===== src/rtl/pwm_ramp_sequencer.sv =====
// Breathing-cycle PWM sequencer: ramps an 8-bit duty level up/hold/down/hold, N times or forever.
// Optional PWM_RAMP_GAMMA_EN: quadratic (perceptual) duty mapping with one extra pipeline stage.
module pwm_ramp_sequencer #(
  parameter int WIDTH  = 8,
  parameter int DIV_W  = 16,
  parameter int HOLD_W = 16
) (
  input  logic              clock,
  input  logic              reset,
  input  logic              start,
  input  logic              stop,
  input  logic [WIDTH-1:0]  min_level,
  input  logic [WIDTH-1:0]  max_level,
  input  logic [DIV_W-1:0]  step_div,
  input  logic [HOLD_W-1:0] hold_ticks,
  input  logic [7:0]        cycles,
  output logic              busy,
  output logic              done,
  output logic [2:0]        state,
  output logic [WIDTH-1:0]  level,
  output logic              pwm_out
);

  typedef enum logic [2:0] {
    IDLE    = 3'd0,
    RAMP_UP = 3'd1,
    HOLD_HI = 3'd2,
    RAMP_DN = 3'd3,
    HOLD_LO = 3'd4
  } state_t;

  state_t             state_q, state_d;
  logic [WIDTH-1:0]   level_q, level_d;
  logic [DIV_W-1:0]   presc_q, presc_d;
  logic [HOLD_W-1:0]  hold_q, hold_d;
  logic [7:0]         cyc_q, cyc_d;
  logic               done_d;
  logic               load;
  logic               tick;

  logic [WIDTH-1:0]   min_lat, max_lat;
  logic [DIV_W-1:0]   div_lat;
  logic [HOLD_W-1:0]  hold_lat;
  logic [7:0]         cycles_lat;

  logic [WIDTH-1:0]   pwm_cnt;
  logic [WIDTH-1:0]   duty;

  assign tick = (state_q != IDLE) && (presc_q == div_lat);

  // NOTE: every signal assigned here gets a default first, so no path leaves a value unassigned and no latch is inferred.
  always_comb begin
    state_d = state_q;
    level_d = level_q;
    hold_d  = hold_q;
    cyc_d   = cyc_q;
    done_d  = 1'b0;
    load    = 1'b0;
    presc_d = (state_q == IDLE || tick) ? '0 : presc_q + DIV_W'(1);

    unique case (state_q)
      IDLE: begin
        if (start) begin
          load    = 1'b1;
          level_d = min_level;
          cyc_d   = '0;
          state_d = RAMP_UP;
        end
      end
      RAMP_UP: begin
        if (tick) begin
          if (level_q >= max_lat) state_d = HOLD_HI;
          else                    level_d = level_q + WIDTH'(1);
        end
      end
      HOLD_HI: begin
        if (hold_q >= hold_lat) state_d = RAMP_DN;
        else if (tick)          hold_d  = hold_q + HOLD_W'(1);
      end
      RAMP_DN: begin
        if (tick) begin
          if (level_q <= min_lat) state_d = HOLD_LO;
          else                    level_d = level_q - WIDTH'(1);
        end
      end
      HOLD_LO: begin
        if (hold_q >= hold_lat) begin
          cyc_d = cyc_q + 8'd1;
          if (cycles_lat != '0 && cyc_d == cycles_lat) begin
            state_d = IDLE;
            done_d  = 1'b1;
          end else begin
            state_d = RAMP_UP;
          end
        end else if (tick) begin
          hold_d = hold_q + HOLD_W'(1);
        end
      end
      default: state_d = IDLE;
    endcase

    if (state_d != state_q) begin
      presc_d = '0;
      hold_d  = '0;
    end

    // Abort wins over everything, including a start in the same cycle.
    if (stop) begin
      state_d = IDLE;
      level_d = '0;
      presc_d = '0;
      hold_d  = '0;
      done_d  = 1'b0;
      load    = 1'b0;
    end
  end

  // NOTE: sequential state uses non-blocking assignments so every register samples pre-edge values.
  always_ff @(posedge clock or negedge reset) begin
    if (!reset) begin
      state_q    <= IDLE;
      level_q    <= '0;
      presc_q    <= '0;
      hold_q     <= '0;
      cyc_q      <= '0;
      done       <= 1'b0;
      min_lat    <= '0;
      max_lat    <= '0;
      div_lat    <= '0;
      hold_lat   <= '0;
      cycles_lat <= '0;
    end else begin
      state_q <= state_d;
      level_q <= level_d;
      presc_q <= presc_d;
      hold_q  <= hold_d;
      cyc_q   <= cyc_d;
      done    <= done_d;
      if (load) begin
        min_lat    <= min_level;
        max_lat    <= max_level;
        div_lat    <= step_div;
        hold_lat   <= hold_ticks;
        cycles_lat <= cycles;
      end
    end
  end

`ifdef PWM_RAMP_GAMMA_EN
  logic [2*WIDTH-1:0] lvl_wide;
  assign lvl_wide = {{WIDTH{1'b0}}, level_q};

  // Full scale is pinned to full scale; the square alone would top out one step short.
  always_ff @(posedge clock or negedge reset) begin
    if (!reset) duty <= '0;
    else        duty <= (&level_q) ? '1 : WIDTH'((lvl_wide * lvl_wide) >> WIDTH);
  end
`else
  assign duty = level_q;
`endif

  always_ff @(posedge clock or negedge reset) begin
    if (!reset) begin
      pwm_cnt <= '0;
      pwm_out <= 1'b0;
    end else begin
      pwm_cnt <= pwm_cnt + WIDTH'(1);
      pwm_out <= (pwm_cnt < duty);
    end
  end

  assign busy  = (state_q != IDLE);
  assign state = state_q;
  assign level = level_q;

endmodule


===== config.mk =====
export PLATFORM = sky130hd
export DESIGN_NAME = pwm_ramp_sequencer
export DESIGN_NICKNAME = d
export VERILOG_FILES = /design/src/rtl/pwm_ramp_sequencer.sv
export SDC_FILE = /design/constraint.sdc
export NUM_CORES = 1
export LEC_CHECK = 0
export CORE_MARGIN = 2
export CORE_UTILIZATION = 60
export CTS_CLUSTER_DIAMETER = 150
export CTS_CLUSTER_SIZE = 12
export DETAILED_ROUTE_END_ITERATION = 12
export DONT_BUFFER_PORTS = 1
export MAX_ROUTING_LAYER = met4
export PLACE_DENSITY_LB_ADDON = 0.3
export SYNTH_ARGS = -nofsm -noshare
export SYNTH_HDL_FRONTEND = slang
export SYNTH_SLANG_ARGS = --single-unit

===== constraint.sdc =====
create_clock -name clock -period 2.8 [get_ports clock]
set_clock_uncertainty 0.1 [all_clocks]
set_input_delay 0.84 -clock clock [delete_from_list [all_inputs] [get_ports clock]]
set_output_delay 0.84 -clock clock [all_outputs]
set_load 0.01 [all_outputs]

==> results by group, run 1 <==
Status
  • Status: finished clean

Setup path
  • Worst path arrival time: 2900 ps
  • Worst setup EP type: flop
  • Worst path cell trace: ha_1, a21oi_1, o21ai_0, or3_1, a2111o_2, nor4_2, xnor2_1, nor4_2
  • Most frequent cell on the critical path: nor4_2
  • CP Max Fanout: 15
  • Critical Path Start Type: flop
  • WP buf/inv: 0
  • Crit path largest cell delay: 530 ps
  • CP Data Required Time: 2990 ps
  • CP max-delay cell: a2111o_2
  • Family with the most delay on the worst path: compound AO/OA/AOI/OAI gates
  • CP Class: reg2reg

Floorplan
  • DIE AREA: 12,300 um^2
  • Initial Util: 0.622
  • Die height: 111 um
  • Boundary Pins: 74
  • Die width: 111 um
  • # rows: 38
  • Core outline area: 11,000 um^2

Final layout
  • ANT cells: 0
  • Share of layout cells above drive strength 1: 0.163
  • Most frequent cells in the layout: 117 x dfrtp_1, 65 x nand2_1, 53 x inv_1
  • Non-Filler Instances: 857
  • Leading cell type in the layout, fill and taps excluded: dfrtp_1
  • Layout net count: 815
  • Area grow syn2layout: 13.9%
  • # fillers: 805

Synth
  • Synth Cell Area: 6840 um^2
  • Netlist cell types: 57
  • Top FF cell, synth: dfrtp_1
  • Mapped Avg Cell Area: 9.94 um^2
  • EDFF count, synth: 0
  • Top cell type's share of synthesized area: 0.428
  • Post-synthesis sequential area ratio: 0.428
  • Yosys top cell by area: dfrtp_1
  • Warnings, synthesis: 0
  • Async S/R FF share, synth: 1.00
  • Syn nets: 798
  • Top cells by area, synth: dfrtp_1 43%, ha_1 9.0%, mux2_2 4.4%, xor2_1 4.2%, nor4_2 3.8%
  • #FFs+latches synth: 117
  • Post-Syn Instances: 688

CTS
  • CTS H-tree depth: 4
  • Setup Buffers After CTS: 0
  • Clock slew at reported path FFs: 50 ps
  • Sink Count: 117
  • TritonCTS clock tree: yes
  • Clock Latency Late Sink: 420 ps
  • CTS Root Cell: clkbuf_16
  • CTS Buf Count: 17
  • CTS Buffer Depth: 2

GRT
  • Total track usage: 0.270
  • Vias in the first global route: 5,367
  • Pin count of the biggest net entering global routing: 118
  • Global-route wire length before repair: 25,900 um
  • Grt ovf: 0
  • Initial antenna violation count: 0

STA
  • Slew Viols, Final: 0
  • Hold_ws: 23.7 ps
  • Measured slew at the worst slew-check pin: 956 ps
  • Setup_tns: 0 ps
  • Worst slew margin: 0.360
  • Minimum clock period: 2700 ps
  • Final setup viols: 0
  • Final Cycle Share: 0.965
  • Fin. Hold Viols: 0
  • Setup ws final: 96.7 ps
  • Fmax: 370 MHz

Routing
  • Final WL: 15,400 um
  • Wirelength per Cell: 18.0 um
  • Vias post-DR: 5,199
  • Iteration-0 DRC count of the detailed router: 484
  • DR pass1 iterations: 4
  • DRC viols: 0
  • Final ANT Viol Nets: 0
  • Vias per inst: 6.07

Placement
  • Final GP Congestion: 0.900
  • DP Cell Count: 824
  • Setup WS pre-CTS: 7.78 ps
  • PortBufs: 0
  • Detailed placer's ending HPWL: 10,700 um

Pwr
  • Pwr dens: 635 nW/um^2
  • Lkg Pwr: 0.00335 uW
  • Max IR drop VDD: 0.519 mV

Hold path
  • Class of the worst hold path: in2async

Run
  • Max-cap viol count: 0
[area by class of cell]
type	instances	area (um^2)	area share
clock inverters	9	150	0.0193
well taps	140	175	0.0225
repair buffers	26	238	0.0305
flip-flops and latches	117	2930	0.376
clock buffers	22	474	0.0609
multi-input cells	489	3620	0.465
inverters	54	203	0.0260
[registers in the layout (all words and copies together) (netlist names), 3 cells and up]
name,cells
hold_lat,16
min_lat,8
div_lat,16
cyc_q,8
max_lat,8
cycles_lat,8
presc_q,16
level,8
state,3
hold_q,16
pwm_cnt,8
[what timing repair did]
action	in CTS	in global routing
endpoints found under the setup margin	1	26
gates cloned	0	0
pin swaps	0	1
endpoints found under the hold margin	0	18
gates resized for setup	1	7
hold buffers	0	2
[stage by stage]
stage	power, uW	area, um^2	utilization
after global routing	5170	7790	0.709
after global placement	2620	7120	0.648
final	4950	7790	0.709
after floorplan	2480	6840	-
after detailed placement	2670	7120	0.648
after CTS	4960	7740	0.705
[synth_stat cells, types with 3 or more instances]
| master | number |
|---|---|
| nor2b_1 | 6 |
| a21o_1 | 4 |
| nor3_1 | 12 |
| nor4_2 | 21 |
| nand3_1 | 21 |
| nand2b_1 | 6 |
| a211oi_1 | 14 |
| xnor2_1 | 30 |
| a211o_1 | 3 |
| o31ai_1 | 3 |
| clkbuf_1 | 17 |
| o21ai_0 | 50 |
| or4_1 | 3 |
| o21bai_1 | 3 |
| buf_4 | 3 |
| inv_1 | 54 |
| a21oi_1 | 25 |
| nor2_1 | 31 |
| nor4_1 | 17 |
| buf_2 | 5 |
| ha_1 | 49 |
| mux2_2 | 27 |
| nand4_1 | 11 |
| o21a_1 | 4 |
| nor3_2 | 6 |
| xor2_1 | 33 |
| nand2_1 | 65 |
| and4_1 | 5 |
| and3_1 | 5 |
| dfrtp_1 | 117 |
[worst register-to-register path: stages (launching register included)]
cell and delay (ps):
dfrtp_1 390, ha_1 340, a21oi_1 170, o21ai_0 170, or3_1 340, a2111o_2 530
nor4_2 320, xnor2_1 170, nor4_2 50
[layer usage]
layer  routed length [um]  track usage  share of wire
met5                    0            -              0
met4                  329       0.0967          0.021
met2                 7500        0.416           0.49
met1                 6530        0.336           0.42
met3                 1020       0.0869          0.066
[where the power goes]
group	switching (uW)	total (uW)	leakage, uW	internal, uW
Combinational	379	683	0.00155	305
Sequential	114	1980	0.00150	1860
Clock	740	2290	0.000302	1550
[cell families (layout without fill, tap and decap cells)]
family                   Yosys count  in the layout  synth area share
AO/OA/AOI/OAI                    133            133             0.122
AND/OR/NAND/NOR                  214            214             0.180
adder cells (fa/ha/maj)           50             50            0.0926
buffers and inverters             82            111            0.0487
flip-flops                       117            117             0.428
multiplexers                      29             29            0.0474
XOR/XNOR                          63             63            0.0807
[final timing paths]
check | from | end | slack (ps) | depth (start not counted)
worst min register to register | pwm_cnt[7]$_DFF_PN0_ | pwm_cnt[7]$_DFF_PN0_ | 390 | 1
worst max register to register | hold_q[15]$_DFFE_PN0P_ | hold_q[8]$_DFFE_PN0P_ | 100 | 8
worst max-delay path | hold_q[15]$_DFFE_PN0P_ | hold_q[8]$_DFFE_PN0P_ | 100 | 8
min in group clock | pwm_cnt[7]$_DFF_PN0_ | pwm_cnt[7]$_DFF_PN0_ | 390 | 1
max in group asynchronous | reset | hold_q[9]$_DFFE_PN0P_ | 1080 | 1
worst min-delay path | reset | hold_lat[8]$_DFFE_PN0P_ | 20 | 0
Note: power is estimated with default switching activity, not from simulation.
==> run 2, diff against run 1 <==
--- a/config.mk
+++ b/config.mk
@@ -5,8 +5,11 @@
 export SDC_FILE = /design/constraint.sdc
 export NUM_CORES = 1
 export LEC_CHECK = 0
+export ABC_CLOCK_PERIOD_IN_PS = 2800
+export CELL_PAD_IN_SITES_DETAIL_PLACEMENT = 1
+export CELL_PAD_IN_SITES_GLOBAL_PLACEMENT = 1
 export CORE_MARGIN = 2
-export CORE_UTILIZATION = 60
+export CORE_UTILIZATION = 50
 export CTS_CLUSTER_DIAMETER = 150
 export CTS_CLUSTER_SIZE = 12
 export DETAILED_ROUTE_END_ITERATION = 12
==> run 2 against run 1 <==
Worst hold slack gained 140 ps. Maximum frequency shrank 1.8%. Wire length grew 25%. Via count grew 4.2%. Largest power group unchanged. Die area grew 19%. Core utilization shrank 11 points. Power grew 2.9%.
==> results by group, run 2 (synthesized netlist as in run 1, its figures left out) <==
Status
  • Status: finished clean

Setup path
  • Crit path largest cell delay: 380 ps (-150 ps)
  • CP Data Required Time: 2990 ps (about the same)
  • WP buf/inv: 2 (+2)
  • CP Depth: 12 (+4)
  • Critical Path Start Type: flop
  • Worst path cell trace: inv_1, nor2_1, nand2_1, inv_2, ha_1, nor2b_2, o21ai_2, a21oi_2, o21ai_1, and4_1, a2111oi_2, a211oi_1
  • Worst setup EP type: flop
  • Worst path arrival time: 2940 ps (+40 ps)
  • CP max-delay cell: dfrtp_1
  • Worst-case reg-to-reg path depth: 12 (+4)
  • CP Max Fanout: 6 (-9)
  • CP Class: reg2reg
  • Family with the most delay on the worst path: compound AO/OA/AOI/OAI gates

CTS
  • CTS Buf Count: 17 (unchanged)
  • TritonCTS clock tree: yes
  • CTS H-tree depth: 4 (unchanged)
  • Setup Buffers After CTS: 0 (unchanged)
  • Sink Count: 117 (unchanged)
  • Clock slew at reported path FFs: 60 ps (about the same)
  • CTS Root Cell: clkbuf_16
  • Clock Latency Late Sink: 420 ps (about the same)
  • CTS Buffer Depth: 2 (unchanged)

Floorplan
  • # rows: 42 (+11%)
  • Initial Util: 0.514 (-0.108)
  • Die width: 121 um (+9.2%)
  • DIE AREA: 14,600 um^2 (+19%)
  • Die height: 121 um (+9.2%)
  • Boundary Pins: 74 (unchanged)
  • Core outline area: 13,300 um^2 (+21%)

Pwr
  • Max IR drop VDD: 0.427 mV (-18%)
  • Lkg Pwr: 0.00342 uW (+1.9%)
  • Final Power: 5090 uW (+2.9%)
  • Pwr dens: 636 nW/um^2 (about the same)

Final layout
  • Leading cell type in the layout, fill and taps excluded: dfrtp_1
  • Layout net count: 818 (+0.37%)
  • Most frequent cells in the layout: 116 x dfrtp_1, 65 x nand2_1, 53 x inv_1
  • Area grow syn2layout: 17.1%
  • Share of layout cells above drive strength 1: 0.186 (+0.0227)

Placement
  • PortBufs: 0 (unchanged)
  • Final GP Congestion: 0.869 (-3.4%)
  • Detailed placer's ending HPWL: 12,300 um (+16%)

STA
  • Fin. Hold Viols: 0 (unchanged)
  • Minimum clock period: 2750 ps (+50.9 ps)
  • Final Cycle Share: 0.984 (+0.0182)
  • Hold_ws: 163 ps (+140 ps)
  • Fmax: 363 MHz (-1.8%)
  • Setup_tns: 0 ps (unchanged)
  • Final setup viols: 0 (unchanged)
  • Measured slew at the worst slew-check pin: 727 ps (-229 ps)
  • RSZ-0062 raised after global routing: yes
  • Worst slew margin: 0.514 (+0.153)
  • Slew Viols, Final: 0 (unchanged)

Routing
  • Final ANT Viol Nets: 0 (unchanged)
  • Wirelength per Cell: 21.5 um (+20%)
  • Vias post-DR: 5,415 (+4.2%)
  • DR pass1 iterations: 4 (unchanged)
  • DRC viols: 0 (unchanged)
  • Iteration-0 DRC count of the detailed router: 304 (-37%)
  • Final WL: 19,300 um (+25%)
  • Vias per inst: 6.03 (-0.60%)

GRT
  • Global-route wire length before repair: 30,900 um (+20%)
  • Pin count of the biggest net entering global routing: 118 (unchanged)
  • M2 GR Usage: 0.474 (+0.0581)
  • GR met1 Demand/Resource: 0.322 (-0.0137)
  • Total track usage: 0.280 (+0.0107)
  • GRT busiest layer: met2
  • Initial antenna violation count: 1 (+1)
  • Met3 GRT Util: 0.0794 (-0.00752)
  • Grt ovf: 0 (unchanged)
  • Vias in the first global route: 6,035 (+12%)

Run
  • Max-cap viol count: 0 (unchanged)

Hold path
  • Class of the worst hold path: in2async
## run 2: per-stage QoR
stage          utilization  cell area [um^2]  worst slack (ps)  std cells
2_1_floorplan            -              6840               224        688
5_1_grt              0.602              8010             -79.9        898
6_report             0.602              8010              45.8        898
3_5_place_dp         0.540              7180              63.4        860
4_1_cts              0.589              7830             0.492        892
3_3_place_gp         0.540              7180               192        860
## run 2: final cells by class
type	instances	area [um^2]
flip-flops and latches	117	2930
inverters	54	203
clock buffers	21	460
multi-input cells	489	3700
well taps	176	220
diodes	1	2.50
repair buffers	29	315
fillers	1469	5290
clock inverters	11	173
## run 2: worst paths after layout
kind / start / slack (ps) / end
setup / recovery: state[0]$_DFF_PN0_ / 50 / level[6]$_DFFE_PN0P_
hold / removal: reset / 160 / done$_DFF_PN0_
setup reg to reg: state[0]$_DFF_PN0_ / 50 / level[6]$_DFFE_PN0P_
hold reg to reg: pwm_cnt[7]$_DFF_PN0_ / 380 / pwm_cnt[7]$_DFF_PN0_
max in group asynchronous: reset / 1320 / max_lat[3]$_DFFE_PN0P_
min in group clock: pwm_cnt[7]$_DFF_PN0_ / 380 / pwm_cnt[7]$_DFF_PN0_
## run 2: layer usage
metal | up-vias | share of wire
li1 | 2487 | -
met1 | 2782 | 0.42
met2 | 109 | 0.52
met3 | 37 | 0.043
met4 | 0 | 0.022
met5 | - | 0
## run 2: what timing repair did
item	in CTS	in global routing
hold endpoints to repair	0	55
pin swaps	1	2
hold buffers	0	5
gates resized for setup	6	22
endpoints found under the setup margin	3	35
## run 2: report_power, final
part / internal, uW / switching, uW
Sequential: 1860 / 119
Combinational: 317 / 449
Clock: 1540 / 803
